--- src/rtl/golden_nonce_uart_tx.sv ---
// Queues golden nonces from the miner and ships each one over an 8N1 UART line.
// Each nonce goes out as four bytes, most significant byte first, with each byte sent LSB first.
module golden_nonce_uart_tx #(
  parameter int CLKS_PER_BIT = 434,
  parameter int FIFO_LOG2    = 2
) (
  input  logic                 hash_clk,
  input  logic                 rst_n,
  input  logic                 golden_valid_i,
  input  logic [31:0]          golden_nonce_i,
  output logic                 uart_txd_o,
  output logic                 tx_busy_o,
  output logic [FIFO_LOG2:0]   fifo_level_o,
  output logic                 overflow_o
);
  // state | meaning
  // IDLE  | line high, waiting for a queued nonce
  // START | start bit (line low)
  // DATA  | eight data bits of the current byte, LSB first
  // STOP  | stop bit (line high), then next byte or back to IDLE
  typedef enum logic [1:0] {IDLE, START, DATA, STOP} state_e;

  localparam int DEPTH  = 1 << FIFO_LOG2;
  localparam int LVL_W  = FIFO_LOG2 + 1;
  localparam int BAUD_W = $clog2(CLKS_PER_BIT);
  localparam logic [BAUD_W-1:0] BAUD_LAST  = BAUD_W'(CLKS_PER_BIT - 1);
  localparam logic [LVL_W-1:0]  FULL_LEVEL = LVL_W'(DEPTH);

  logic [31:0]          mem_q [DEPTH];
  logic [FIFO_LOG2-1:0] wr_ptr_q, wr_ptr_d, rd_ptr_q, rd_ptr_d;
  logic [LVL_W-1:0]     level_q, level_d;
  logic                 overflow_q, overflow_d;
  logic                 fifo_full, pop, push;

  state_e               state_q, state_d;
  logic [BAUD_W-1:0]    baud_q, baud_d;
  logic [2:0]           bit_q, bit_d;
  logic [1:0]           byte_q, byte_d;
  logic [31:0]          shift_q, shift_d;
  logic                 txd_q, txd_d;
  logic                 baud_wrap;

  assign fifo_full = (level_q == FULL_LEVEL);
  assign pop       = (state_q == IDLE) && (level_q != '0);
  // A pop on the same edge frees a slot, so a full FIFO still accepts the write.
  assign push      = golden_valid_i && (!fifo_full || pop);
  assign baud_wrap = (baud_q == BAUD_LAST);

  always_comb begin
    wr_ptr_d   = wr_ptr_q;
    rd_ptr_d   = rd_ptr_q;
    level_d    = level_q;
    overflow_d = overflow_q;
    if (push) wr_ptr_d = wr_ptr_q + 1'b1;
    if (pop)  rd_ptr_d = rd_ptr_q + 1'b1;
    if (push && !pop)      level_d = level_q + LVL_W'(1);
    else if (!push && pop) level_d = level_q - LVL_W'(1);
    if (golden_valid_i && !push) overflow_d = 1'b1;
  end

  always_ff @(posedge hash_clk) begin
    if (push) mem_q[wr_ptr_q] <= golden_nonce_i;
  end

  always_comb begin
    state_d = state_q;
    baud_d  = baud_q;
    bit_d   = bit_q;
    byte_d  = byte_q;
    shift_d = shift_q;
    txd_d   = txd_q;
    unique case (state_q)
      IDLE: begin
        txd_d  = 1'b1;
        baud_d = '0;
        if (pop) begin
          shift_d = mem_q[rd_ptr_q];
          byte_d  = '0;
          txd_d   = 1'b0;
          state_d = START;
        end
      end
      START: begin
        baud_d = baud_wrap ? '0 : baud_q + 1'b1;
        if (baud_wrap) begin
          txd_d   = shift_q[24];
          bit_d   = '0;
          state_d = DATA;
        end
      end
      DATA: begin
        baud_d = baud_wrap ? '0 : baud_q + 1'b1;
        if (baud_wrap) begin
          if (bit_q == 3'd7) begin
            txd_d   = 1'b1;
            state_d = STOP;
          end else begin
            bit_d = bit_q + 3'd1;
            // The current byte always sits in bits [31:24]; bit k is at 24+k.
            txd_d = shift_q[{2'b11, bit_d}];
          end
        end
      end
      STOP: begin
        baud_d = baud_wrap ? '0 : baud_q + 1'b1;
        if (baud_wrap) begin
          if (byte_q == 2'd3) begin
            state_d = IDLE;
          end else begin
            byte_d  = byte_q + 2'd1;
            shift_d = {shift_q[23:0], 8'h00};
            txd_d   = 1'b0;
            state_d = START;
          end
        end
      end
      default: state_d = IDLE;
    endcase
  end

  always_ff @(posedge hash_clk or negedge rst_n) begin
    if (!rst_n) begin
      wr_ptr_q   <= '0;
      rd_ptr_q   <= '0;
      level_q    <= '0;
      overflow_q <= 1'b0;
      state_q    <= IDLE;
      baud_q     <= '0;
      bit_q      <= '0;
      byte_q     <= '0;
      shift_q    <= '0;
      txd_q      <= 1'b1;
    end else begin
      wr_ptr_q   <= wr_ptr_d;
      rd_ptr_q   <= rd_ptr_d;
      level_q    <= level_d;
      overflow_q <= overflow_d;
      state_q    <= state_d;
      baud_q     <= baud_d;
      bit_q      <= bit_d;
      byte_q     <= byte_d;
      shift_q    <= shift_d;
      txd_q      <= txd_d;
    end
  end

  assign uart_txd_o   = txd_q;
  assign tx_busy_o    = (state_q != IDLE);
  assign fifo_level_o = level_q;
  assign overflow_o   = overflow_q;

endmodule

--- config.mk ---
export PLATFORM = sky130hd
export DESIGN_NAME = golden_nonce_uart_tx
export DESIGN_NICKNAME = d
export VERILOG_FILES = /design/src/rtl/golden_nonce_uart_tx.sv
export SDC_FILE = /design/constraint.sdc
export NUM_CORES = 1
export LEC_CHECK = 0
export ABC_AREA = 0
export CAP_MARGIN = 10
export CORE_UTILIZATION = 40
export CTS_BUF_LIST = sky130_fd_sc_hd__clkbuf_2 sky130_fd_sc_hd__clkbuf_4 sky130_fd_sc_hd__clkbuf_8
export DETAILED_ROUTE_END_ITERATION = 12
export PLACE_DENSITY = 0.7
export RECOVER_POWER = 25
export SYNTH_ARGS = -nofsm -noshare
export SYNTH_HDL_FRONTEND = slang
export SYNTH_SLANG_ARGS = --single-unit
--- constraint.sdc ---
create_clock -name hash_clk -period 2.5 [get_ports hash_clk]
set_input_delay 0.5 -clock hash_clk [delete_from_list [all_inputs] [get_ports hash_clk]]
set_output_delay 0.5 -clock hash_clk [all_outputs]
set_load 0.005 [all_outputs]
==> out/summary.md, run 1 <==
The run gives 1.87 ns as the data arrival time at the worst-slack endpoint. The worst setup path is of the flip-flop to output port kind. The final routed wirelength across all metal layers is 13400 µm, and the highest net fanout along the worst path is 6. For the pin with the worst max-slew slack, the measured transition is 1.54 ns. The count of antenna diodes in the layout was 0.

The number of endpoints with negative hold slack in the final report was 0; the final weighted congestion in routability-driven placement was 0.777. During synthesis, Yosys emitted a total of 0 warnings. Total of max-cap violations: 1. The clock root buffer was sky130_fd_sc_hd__clkbuf_8. In the final routing, the length of wire on met1 measures 5870 µm. In this run the number of H-tree levels came out at 4. In the final timing run, aggregate negative setup slack is 0 ns. Summed over its instances, the top area cell type makes up 49.3% of the synthesized netlist area. The minimum clock period was 2.37 ns. Clock-pin slew was measured on the worst setup and hold paths at 0.09 ns.

Once the floorplan was initialized, standard cells occupied 41.3% of the core. On the final layout, the worst clock skew is 0.0147 ns. Global routing used 14.5% of the available tracks.

Number of clock buffers inserted by TritonCTS: 17. The floorplan step set the die height to 142 µm. The relative area change from synthesis to final layout is 14.0%. On the final layout, the worst hold slack is 0.412 ns.

Setup repair after global routing left no endpoint under its margin. The run gives 1632 as the fill cell instance count of the final layout. The run gives 10.4 mW as the post-route total power.

Kind of start point of the critical path: a flip-flop. For this run, the detailed router's first-pass iteration total came to 4. In this run the static leakage power is 3.18 nW. Input and output buffers added on the ports amount to 40. The highest metal layer carrying signal wires in the routed design is met4.

After global routing the overflow that remains totals 0. The routed via count divided by cell count was 5.01; the wire length of the first global-routing pass was 21700 µm. The clock reaches the later pin of the worst-skew pair after 0.45 ns. STA classifies the critical path endpoint as an output port. For this block, the initial DRC count from the detailed router was 209. By count the netlist is led by sky130_fd_sc_hd__edfxtp_1, sky130_fd_sc_hd__dfrtp_1, sky130_fd_sc_hd__mux2_2, sky130_fd_sc_hd__mux4_2, sky130_fd_sc_hd__mux2_4. The relative slew slack came out at -2.64%. The register area share after synthesis is 67.6%. The tools report the post-detailed-route count of antenna-violating nets as 0. The logs give 48 for the number of distinct library cells after synthesis and 534 µV for the worst IR drop on VDD.

The maximum clock frequency is 422 MHz, and the share of async-settable or async-resettable flops after synthesis is 30.8%. The gate count of the mapped netlist was 415. Row generation in the floorplan step produced 50 rows.

The worst min-delay path class is primary input to asynchronous set/reset pin. In this run, synthesis produced a sequential element count of 185. Number of antenna violations at the first check in global routing: 0. Summed over all nets, wire length on met3 after detailed routing comes to 381 µm. After clock tree synthesis, the flow added hold-fix buffers numbering 0.

The flow ran to the end, but the final reports show violations. The most common cell in the synthesized netlist is sky130_fd_sc_hd__edfxtp_1. TritonCTS built the clock tree. The die covers 20100 µm². Setup violations remaining at the end of the flow were counted as 0. The mean area per synthesized cell is 18.8 µm².

The die width is 142 µm, and the number of global-route vias before repair is 4107. The largest area contributor in the synthesized netlist is sky130_fd_sc_hd__edfxtp_1. The synthesized net count is 466, and the cell area after synthesis is 7800 µm². The tools report the sum of net half-perimeters after detailed placement as 8300 µm. After detailed routing, the met2 layer carries 7120 µm of wire. The top flip-flop cell by instance count after synthesis is sky130_fd_sc_hd__edfxtp_1. The net count reported at finish came out at 518. 41 I/O pins were placed. By area the synthesized netlist is led by sky130_fd_sc_hd__edfxtp_1, sky130_fd_sc_hd__dfrtp_1, sky130_fd_sc_hd__mux4_2. Clock tree synthesis found a total of 185 sinks. For this block, the via count after detailed routing is 3705.

For this run, design rule violations remaining after detail routing come to 0. Data on the critical path is required at its endpoint by 2.00 ns. The synthesized design contains 128 enable-type register cells. The worst path uses 94.9% of the clock period. The fraction of final layout cells with drive strength greater than 1 is 29.2%. For the largest net degree at the start of global routing, the log shows 36. The mean routed wirelength per cell works out to 18.2 µm.

The cell area power density works out to 1160 nW/µm². The checks that failed: max-capacitance violations, max-slew violations. The max-slew violation total from the final report is 27, and the placeable core region is 18900 µm². The longest clock path from root to sink contains 2 buffers.
## where the power goes
group | total (mW) | internal [mW] | switching (mW)
Sequential | 4.56 | 4.17 | 0.388
Clock | 1.83 | 0.725 | 1.11
Combinational | 3.96 | 2.27 | 1.70
Total | 10.4 | 7.16 | 3.19
## path summary, 6_finish.rpt
kind / start / cells past startpoint / to / slack [ns]
min in group hash_clk: overflow_o / 1 / overflow_o / 0.47
worst max-delay path: state_q[0] / 5 / tx_busy_o / 0.13
worst max register to register: fifo_level_o[1] / 7 / fifo_level_o[2] / 0.18
worst min register to register: overflow_o / 1 / overflow_o / 0.47
worst min-delay path: rst_n / 1 / fifo_level_o[2] / 0.41
max in group asynchronous: rst_n / 2 / uart_txd_o / 1.04
## repair_timing
item,in CTS,in global routing
resized for setup,0,1
setup buffers,0,1
endpoints found under the setup margin,0,2
endpoints found under the hold margin,0,0
## per-layer routing
metal,vias up,global-route usage (%)
met1,1952,17.7
met5,-,0
met4,0,3.96
met3,4,3.68
met2,51,25.5
li1,1698,-
## critical path: stages, from the launching register on
cell,delay (ns)
sky130_fd_sc_hd__dfrtp_1,0.42
sky130_fd_sc_hd__inv_2,0.08
sky130_fd_sc_hd__ha_1,0.22
sky130_fd_sc_hd__buf_4,0.16
sky130_fd_sc_hd__inv_1,0.05
sky130_fd_sc_hd__clkdlybuf4s50_1,0.49
## through the flow
step           cell area (µm²)  utilization (%)  worst slack, ns  instances
3_5_place_dp              8530             45.2            0.157        707
3_3_place_gp              8530             45.2            0.216        707
2_1_floorplan             7800                -           0.0919        415
4_1_cts                   8880             47.0           0.0453        738
6_report                  8890             47.1            0.128        739
5_1_grt                   8890             47.1           0.0215        739
## cells by family after synthesis
kind of cell / count (synthesis) / synth area share (%)
compound gates: 22 / 2.15
xor+xnor: 13 / 1.46
mux: 95 / 19.5
buf+inv: 32 / 2.74
fa+ha+maj: 16 / 2.66
flops: 185 / 67.6
simple gates: 52 / 3.85
## cell usage in the layout, fill, tap and decap left out, types with 2 or more instances in the layout
cell type                         synthesis  layout
sky130_fd_sc_hd__nand3_1                  4       4
sky130_fd_sc_hd__buf_12                   3       7
sky130_fd_sc_hd__clkdlybuf4s50_1          0      20
sky130_fd_sc_hd__mux2i_1                  3       3
sky130_fd_sc_hd__o21ai_0                  4       4
sky130_fd_sc_hd__a21oi_1                  3       3
sky130_fd_sc_hd__ha_1                    15      15
sky130_fd_sc_hd__clkbuf_8                 0      17
sky130_fd_sc_hd__xnor2_1                  8       8
sky130_fd_sc_hd__xor2_1                   5       5
sky130_fd_sc_hd__and2_1                   6       5
sky130_fd_sc_hd__inv_8                    0       4
sky130_fd_sc_hd__inv_6                    0       3
sky130_fd_sc_hd__nor2b_1                 11      11
sky130_fd_sc_hd__clkinv_2                 0       2
sky130_fd_sc_hd__clkinvlp_4               0       4
sky130_fd_sc_hd__a22o_1                   5       5
sky130_fd_sc_hd__mux4_1                   3       3
sky130_fd_sc_hd__buf_4                    1       6
sky130_fd_sc_hd__mux2_2                  38      38
sky130_fd_sc_hd__nand2_1                  4       4
sky130_fd_sc_hd__mux4_2                  30      30
sky130_fd_sc_hd__dfrtp_1                 56      55
sky130_fd_sc_hd__dlygate4sd3_1            0      19
sky130_fd_sc_hd__nor3_1                   2       2
sky130_fd_sc_hd__edfxtp_1               128     128
sky130_fd_sc_hd__inv_1                   12      11
sky130_fd_sc_hd__nor2_1                  17      17
sky130_fd_sc_hd__mux2_4                  20      20
## registers in the layout (all words and copies together) (netlist names)
signal and count:
mem_q 128, baud_q 9, fifo_level_o 3, shift_q 32, state_q 2, overflow_o 1, wr_ptr_q 2, byte_q 2
uart_txd_o 1, rd_ptr_q 2, bit_q 3
## final cells by class
class	count	area, µm²	share of cell area (%)
clock inverter	13	111	1.25
inverter	12	45.0	0.507
clock buffer	18	241	2.72
multi-input combinational	198	2310	26.0
timing repair buffer	53	579	6.52
sequential	185	5270	59.3
tap	260	325	3.66
(Power assumes the default switching activity.)
==> run 2, diff against run 1 <==
--- a/config.mk
+++ b/config.mk
@@ -12,6 +12,7 @@
 export DETAILED_ROUTE_END_ITERATION = 12
 export PLACE_DENSITY = 0.7
 export RECOVER_POWER = 25
+export SLEW_MARGIN = 20
 export SYNTH_ARGS = -nofsm -noshare
 export SYNTH_HDL_FRONTEND = slang
 export SYNTH_SLANG_ARGS = --single-unit
==> results of run 2 <==
Final layout, timing and power as in run 1 (identical DEF).
